[src/rtl/rx_pkg.sv]
// rx_pkg: shared constants for the serial frame receiver.
//   FSM state encodings (3-bit, legacy-compatible localparams)
//   Frame geometry: 4 data bits, 4 instruction bits, 8 payload bits in total
package rx_pkg;

  localparam logic [2:0] IDLE      = 3'd0;
  localparam logic [2:0] START     = 3'd1;
  localparam logic [2:0] DATA      = 3'd2;
  localparam logic [2:0] STOP      = 3'd3;
  localparam logic [2:0] WAIT_HIGH = 3'd4;

  localparam int DATA_BITS  = 4;
  localparam int INSTR_BITS = 4;
  localparam int FRAME_BITS = DATA_BITS + INSTR_BITS;

endpackage

[src/rtl/rx_sincronizador.sv]
// sincronizador: multi-flop synchroniser for the asynchronous serial line.
//   clk_i  - clock
//   rst_i  - asynchronous active-high reset; chain resets to 1 (idle line level)
//   d_i    - asynchronous input
//   q_o    - synchronised output, STAGES cycles behind d_i
module sincronizador #(
  parameter int STAGES = 2
) (
  input  logic clk_i,
  input  logic rst_i,
  input  logic d_i,
  output logic q_o
);

  logic [STAGES-1:0] sync_q;

  // Resetting to 1 keeps reset from looking like a start bit.
  always_ff @(posedge clk_i or posedge rst_i) begin
    if (rst_i) sync_q <= '1;
    else       sync_q <= {sync_q[STAGES-2:0], d_i};
  end

  assign q_o = sync_q[STAGES-1];

endmodule

[src/rtl/rx.sv]
// rx: serial frame receiver.
//   Frame, LSB first: start(0), dado[0..3], instrucao[0..3], stop(1). Idle line is 1.
//   clock         - rising-edge clock
//   reset         - asynchronous active-high reset
//   entrada       - serial line
//   dado          - data nibble of the last good frame
//   instrucao     - instruction nibble of the last good frame
//   valido        - one-cycle pulse when dado/instrucao update
//   erro_frame    - one-cycle pulse when the stop bit is sampled low
//   ocupado       - high whenever the FSM is not IDLE
//   stateDebug    - current FSM state
//   bitCountDebug - index of the next bit to sample (0..8)
//
// state     | meaning
// ----------+-------------------------------------------------------------
// IDLE      | waiting for the synchronised line to go low
// START     | start bit seen, waiting until mid-bit to confirm it
// DATA      | sampling the 8 payload bits, one every CLKS_PER_BIT cycles
// STOP      | sampling the stop bit; good frame -> outputs, bad -> error
// WAIT_HIGH | framing error seen, waiting for the line to return high
module rx
  import rx_pkg::*;
#(
  parameter int CLKS_PER_BIT = 1,
  parameter int SYNC_STAGES  = 2
) (
  input  logic                  clock,
  input  logic                  reset,
  input  logic                  entrada,
  output logic [DATA_BITS-1:0]  dado,
  output logic [INSTR_BITS-1:0] instrucao,
  output logic                  valido,
  output logic                  erro_frame,
  output logic                  ocupado,
  output logic [2:0]            stateDebug,
  output logic [3:0]            bitCountDebug
);

  localparam int CNT_W = $clog2(CLKS_PER_BIT) + 1;
  localparam logic [CNT_W-1:0] HALF   = CNT_W'((CLKS_PER_BIT - 1) / 2);
  localparam logic [CNT_W-1:0] RELOAD = CNT_W'(CLKS_PER_BIT - 1);
  localparam logic [3:0]       LAST_BIT = 4'(FRAME_BITS - 1);

  logic rx_s;

  logic [2:0]            state_q,   state_d;
  logic [CNT_W-1:0]      cnt_q,     cnt_d;
  logic [3:0]            bit_q,     bit_d;
  logic [DATA_BITS-1:0]  shift_d_q, shift_d_d;
  logic [INSTR_BITS-1:0] shift_i_q, shift_i_d;
  logic [DATA_BITS-1:0]  dado_q,    dado_d;
  logic [INSTR_BITS-1:0] instr_q,   instr_d;
  logic                  valido_q,  valido_d;
  logic                  erro_q,    erro_d;
  logic                  tick;

  sincronizador #(.STAGES(SYNC_STAGES)) u_sync (
    .clk_i (clock),
    .rst_i (reset),
    .d_i   (entrada),
    .q_o   (rx_s)
  );

  assign tick = (cnt_q == '0);

  always_comb begin
    state_d   = state_q;
    cnt_d     = cnt_q;
    bit_d     = bit_q;
    shift_d_d = shift_d_q;
    shift_i_d = shift_i_q;
    dado_d    = dado_q;
    instr_d   = instr_q;
    valido_d  = 1'b0;
    erro_d    = 1'b0;
    case (state_q)
      IDLE: begin
        if (!rx_s) begin
          bit_d = '0;
          // With one clock per bit there is no mid-point to wait for:
          // the start bit is confirmed in the cycle it is first seen.
          if (HALF == '0) begin
            state_d = DATA;
            cnt_d   = RELOAD;
          end else begin
            state_d = START;
            cnt_d   = HALF;
          end
        end
      end
      START: begin
        if (rx_s) begin
          state_d = IDLE;
        end else if (tick) begin
          state_d = DATA;
          cnt_d   = RELOAD;
          bit_d   = '0;
        end else begin
          cnt_d = cnt_q - 1'b1;
        end
      end
      DATA: begin
        if (tick) begin
          cnt_d = RELOAD;
          if (bit_q[2]) shift_i_d[bit_q[1:0]] = rx_s;
          else          shift_d_d[bit_q[1:0]] = rx_s;
          bit_d = bit_q + 1'b1;
          if (bit_q == LAST_BIT) state_d = STOP;
        end else begin
          cnt_d = cnt_q - 1'b1;
        end
      end
      STOP: begin
        if (tick) begin
          bit_d = '0;
          if (rx_s) begin
            dado_d   = shift_d_q;
            instr_d  = shift_i_q;
            valido_d = 1'b1;
            state_d  = IDLE;
          end else begin
            erro_d  = 1'b1;
            state_d = WAIT_HIGH;
          end
        end else begin
          cnt_d = cnt_q - 1'b1;
        end
      end
      WAIT_HIGH: begin
        // A line stuck low must not be mistaken for a new start bit.
        if (rx_s) state_d = IDLE;
      end
      default: state_d = IDLE;
    endcase
  end

  always_ff @(posedge clock or posedge reset) begin
    if (reset) begin
      state_q   <= IDLE;
      cnt_q     <= '0;
      bit_q     <= '0;
      shift_d_q <= '0;
      shift_i_q <= '0;
      dado_q    <= '0;
      instr_q   <= '0;
      valido_q  <= 1'b0;
      erro_q    <= 1'b0;
    end else begin
      state_q   <= state_d;
      cnt_q     <= cnt_d;
      bit_q     <= bit_d;
      shift_d_q <= shift_d_d;
      shift_i_q <= shift_i_d;
      dado_q    <= dado_d;
      instr_q   <= instr_d;
      valido_q  <= valido_d;
      erro_q    <= erro_d;
    end
  end

  assign dado          = dado_q;
  assign instrucao     = instr_q;
  assign valido        = valido_q;
  assign erro_frame    = erro_q;
  assign ocupado       = (state_q != IDLE);
  assign stateDebug    = state_q;
  assign bitCountDebug = bit_q;

endmodule

[config.mk]
export PLATFORM = sky130hd
export DESIGN_NAME = rx
export DESIGN_NICKNAME = d
export VERILOG_FILES = /design/src/rtl/rx_pkg.sv /design/src/rtl/rx_sincronizador.sv /design/src/rtl/rx.sv
export SDC_FILE = /design/constraint.sdc
export NUM_CORES = 1
export LEC_CHECK = 0
export ABC_AREA = 1
export CORE_MARGIN = 2
export CORE_UTILIZATION = 63
export DETAILED_ROUTE_END_ITERATION = 10
export DONT_BUFFER_PORTS = 1
export GPL_TIMING_DRIVEN = 0
export PLACE_DENSITY = 0.79
export RECOVER_POWER = 100
export SLEW_MARGIN = 15
export SYNTH_ARGS = -nofsm -noshare
export SYNTH_HDL_FRONTEND = slang
export SYNTH_SLANG_ARGS = --single-unit
export TNS_END_PERCENT = 5
[constraint.sdc]
create_clock -name clock -period 2.81 [get_ports clock]
set_input_delay 0.281 -clock clock [delete_from_list [all_inputs] [get_ports clock]]
set_output_delay 0.281 -clock clock [all_outputs]
set_load 0.03 [all_outputs]
# Word level (Yosys, flattened, before mapping)
# Index checks and enable logic that the tools add are counted.
[totals] reg_bits=28 inputBits=3 out_inout_bits=18 wordCells=68
[classes] n_addsub=2 magnitude_cmp=2 eq_ne=12 muxes=28 bitwise_logic=2 reduce_logical=12
[ops] op="$mux W3" count=8
[ops] op="$mux W4" count=4
[ops] op="$pmux W4 S4" count=1
[ops] op="$pmux W3 S5" count=1
[ops] op="$reduce_and A3 Y1" count=4
[ops] op="$mux W1" count=10
[ops] op="$ne A2 B2 Y1 const B" count=5
[ops] op="$bwmux W4" count=2
[ops] op="$eq A3 B2 Y1 const B" count=2
[ops] op="$reduce_and A6 Y1" count=1
[ops] op="$reduce_bool A3 Y1" count=2
[ops] op="$add A4 B1 Y4 const B" count=1
[ops] op="$eq A4 B3 Y1 const B" count=1
[ops] op="$reduce_and A4 Y1" count=1
[ops] op="$reduce_bool A4 Y1" count=1
[ops] op="$eq A3 B1 Y1 const B" count=1
[ops] op="$eq A3 B3 Y1 const B" count=1
[ops] op="$logic_not A3 Y1" count=1
[ops] op="$lt A2 B3 Y1 const B" count=1
[ops] op="$ne A3 B2 Y1 const B" count=1
[ops] op="$pmux W1 S3" count=1
[ops] op="$demux W1 S2" count=1
[ops] op="$ge A2 B1 Y1 const B" count=1
[ops] op="$ne A2 B1 Y1 const B" count=1
[ops] op="other kinds (4)" count=5

# Logic depth before layout (Yosys ltp)
[logic_depth] word_depth=5 depth_mapped=6 ltp_nobuf=6

# Modules after synthesis
# Synthesis repeated with hierarchy kept, for this count alone.
[hier_totals] cells_unflattened=140 area_unflattened_um2=1236.2
[by_module_without_submodules] mod="rx" instances=1 cells_each=137 area_each_um2=1179.9 seq_area_each_um2=625.6
[by_module_without_submodules] mod="sincronizador" instances=1 cells_each=3 area_each_um2=56.3 seq_area_each_um2=52.6

# Least setup slack after synthesis
# No wires, ideal clock.
[synth_path] kind="reg2reg" from="register state_q[2], in the netlist stateDebug[2]" to="register shift_d_q[0]" t_arrival_ps=1216 required_ps=2692 setup_slack_ps=1476 path_stages_with_launch=7 n_path_buf=1 cell_sequence="dfrtp_1 inv_1 nand2_4 nor2_1 buf_4 nand4_1 nand2_1"
[synth_via] elab_chain_cells=2
[synth_lines] element="start, declared" line="rx.sv:46" rtl="logic [2:0] state_q, state_d;"
[synth_lines] element="start signal, assigned" line="rx.sv:149" rtl="state_q <= state_d;"
[synth_lines] element="$eq A3 B2 Y1" line="rx.sv:76" rtl="case (state_q)"
[synth_lines] element="$reduce_and A3 Y1 (no line)"
[synth_lines] element="end signal, assigned" line="rx.sv:152" rtl="shift_d_q <= shift_d_d;"
[synth_lines] element="end, declared" line="rx.sv:49" rtl="logic [DATA_BITS-1:0] shift_d_q, shift_d_d;"
# No other way between the ends.
# A chain may end at the register's enable or synchronous reset.

# Worst setup path in the final report
[layout_path] from="register state_q[2], in the netlist stateDebug[2]" to="register dado_q[2], in the netlist dado[2]"
[layout_via] elab_chain_cells=2
[layout_lines] element="$eq A3 B2 Y1" line="rx.sv:76"
[layout_lines] element="$reduce_and A3 Y1 (no line)"
[layout_lines] element="end signal, assigned" line="rx.sv:154" rtl="dado_q <= dado_d;"
[layout_lines] element="end, declared" line="rx.sv:51" rtl="logic [DATA_BITS-1:0] dado_q, dado_d;"
# No other way between the ends.

==> summary.md <==
| Metric | Value |
|---|---|
| Status | completed |
| Die H | 48.0 microns |
| Proportion of synthesized area in mux cells | 0% |
| Number of global-route vias before repair | 802 |
| Post-Synth Adder-Cell Area | 4.10% |
| First-pass GRT wire length | 3600 microns |
| WP data required | 3.08 ns |
| Clk_lat worst skew | 0.32 ns |
| Simple-Gate Fraction of Synth Area | 31.8% |
| Final worst-path cycle share | 69.9% |
| Final setup fails | 0 |
| Buffers on Ports | 0 |
| Util after Layout | 71.1% |
| CTS Buffer Depth | 2 |
| Antenna-violating nets left | 0 |
| Yosys reg bits | 27 |
| Reg-to-Reg Start | stateDebug[2] |
| Layout cells sized above 1 | under 10% |
| CTS root buffer | clkbuf_4 |
| Final Hold Vio Count | 0 |
| HPWL after DPL | 1640 microns |
| Drt initial violations | 33 |
| Die W | 48.0 microns |
| Post-synth cell types | 17 |
| Async S/R FF share, synth | 100% |
| Reg-to-Reg End | dado[2] |
| Achievable frequency | between 500 and 600 MHz |
| Max_cap viols | 0 |
| Worst setup path startpoint | stateDebug[2] |
| Clock sinks | 27 |
| Final Cell Area | 0.00127 sq mm |
| Fin cells | 166 |
| DP Area | 0.00125 sq mm |
| Crit path time final | 1.97 ns |
| Post-route DRC | 0 |
| Post-CTS setup repair buffer count | 0 |
| Post-synthesis compound-gate area fraction | ~2.2% |
| Peak VDD IR | 0.000722 V |
| Area contributors post-synth | dfrtp_1 51%, nand2_1 17%, nand4_1 8.7% |
| Setup crit end kind | register |
| TritonCTS Buffers | 3 |
| Final clock skew | 0.00792 ns |
| CP max FO | 9 |
| Area Growth Syn to Fin | 3.79% |
| XOR/XNOR Fraction of Synth Area | 0.717% |
| Synthesized area | 0.00122 sq mm |
| Post-synth EDFFs | 0 |
| Worst-path clk slew | 0.13 ns |
| Post-Route WL | 2290 microns |
| R2r setup slk | 0.84 ns |
| WP data arrival | about 2.2 ns |
| # diodes | 0 |
| RSZ-0062 raised after global routing | no |
| DRT Pass-1 Iters | 4 |
| IO Pins | 21 |
| Ys Warns | 0 |
| Leak pwr | 0.676 nW |
| Die area | 0.00231 sq mm |
| Antenna violations before repair | 0 |
| Starting Density | 68.5% |
| PnR Total Power | 0.00152 W |
| Slew margin rel. | 33.1% |
| Setup TNS | 0 ns |
| Wirelength per Cell | 13.8 microns |
| All-Layer GR Usage | 22.7% |
| Setup crit start kind | register |
| CTS tree | built |
| GPL Wtd Cong | ~0.8 |
| Largest net degree at the start of global routing | 28 |
| Row count | 15 |
| Syn Nets | 143 |
| Via count | 958 |
| Post-synth top area cell | dfrtp_1 |
| Worst slew pin tran | 1.00 ns |
| Overflow after GRT | 0 |
| Reg2Reg Depth | 5 |
| Post-Syn Instances | 136 |
| Top FF cell, synth | dfrtp_1 |
| Top cell type's share of synthesized area | 51.2% |
| Core area | between 0.0015 and 0.002 sq mm |
| Sequential element share of the synthesized area | 55.5% |
| Combinational family with the most area after synthesis | simple AND/OR/NAND/NOR gates |
| Max-slew violations | 0 |
| Crit path kind | reg -> reg |
| Placed instance count | about 160 |
| Mean number of vias per cell | 5.77 |
| Synth top cells by count | 54 x nand2_1, 25 x dfrtp_1, 17 x nand4_1, 11 x inv_1, 5 x nand3_1 |
| Count leader, synth | nand2_1 |
| Mean post-synth cell area | 8.98 sq um |
| Worst setup endpoint | dado[2] |
| Nets@finish | 149 |
| Layout fillers | 137 |
| Worst hold path type | in -> async |
| Htree depth | 1 |
| PwrDens | 1200 mW/mm^2 |
-- per-layer routing --
| layer | routed length [microns] | track usage [%] | vias up |
|---|---|---|---|
| li1 | - | - | 461 |
| met1 | 1050 | 29.8 | 455 |
| met2 | 1090 | 38.1 | 37 |
| met3 | 112 | 3.02 | 5 |
| met4 | 36 | 8.11 | 0 |
| met5 | 0 | 0 | - |
-- flip-flops by register name (all words and copies together) (netlist names) --
signal         flops
bitCountDebug      4
dado               4
erro_frame         1
instrucao          4
shift_d_q          4
shift_i_q          4
stateDebug         3
u_sync.sync_q      2
valido             1
-- cell families after synthesis --
| family | Yosys count |
|---|---|
| simple gates | 83 |
| compound gates | 5 |
| buf+inv | 16 |
| fa+ha+maj | 4 |
| xor+xnor | 1 |
| flops | 27 |
-- worst min-delay path by stage --
stage	startpoint	cells past startpoint	endpoint	slack (ns)
after floorplan	entrada	0	u_sync.sync_q[0]	0.29
after global placement	entrada	0	u_sync.sync_q[0]	0.29
after detailed placement	entrada	0	u_sync.sync_q[0]	0.29
after CTS	reset	1	dado[3]	0.09
after global routing	reset	1	bitCountDebug[2]	0.16
final	reset	1	instrucao[3]	0.07
-- final cells by class --
type | instances | area (sq um) | share of cell area [%]
timing repair buffer | 1 | 10.0 | 0.790
buffer | 4 | 21.3 | 1.68
inverter | 12 | 45.0 | 3.55
multi-input combinational | 93 | 454 | 35.8
clock buffer | 3 | 22.5 | 1.78
tap | 25 | 31.3 | 2.47
sequential | 27 | 678 | 53.5
clock inverter | 1 | 5.00 | 0.395
-- cells in the final DEF, fill, tap and decap left out --
cell,n
buf_2,2
buf_4,1
clkbuf_1,1
clkbuf_4,3
clkinv_1,1
clkinv_2,1
dfrtp_1,25
dfstp_2,2
dlygate4sd3_1,1
ha_1,4
inv_1,11
nand2_1,55
nand3_1,5
nand4_1,17
nor2_1,4
nor2_4,1
nor3_1,1
o21ai_0,4
o22ai_1,1
xnor2_1,1
-- report_power, final --
group / switching (W) / leakage [nW] / internal, W / total [W]
logic: 0.000338 / 0.322 / 0.000176 / 0.000514
registers: 0.000307 / 0.336 / 0.000538 / 0.000845
clock network: 0.000109 / 0.0177 / 0.0000534 / 0.000163
-- worst max-delay path, cell delays in order, from the launching register on --
cell and delay (ns):
dfrtp_1 0.58, inv_1 0.20, nand2_1 0.15, nor3_1 0.76
nand2_1 0.13, nand2_1 0.10
-- what timing repair did --
item,4_1_cts,5_1_grt
hold buffers,1,0
hold endpoints to repair,1,0
endpoints found under the setup margin,0,0
resized for setup,0,0
-- per-stage QoR --
step	setup WS, ns	hold WS [ns]
detailed placement	1.27	0.286
global placement	1.33	0.286
global route	0.634	0.161
finish	0.844	0.0665
CTS	1.05	0.0879
floorplan	1.48	0.285
Note: power is estimated with default switching activity, not from simulation.
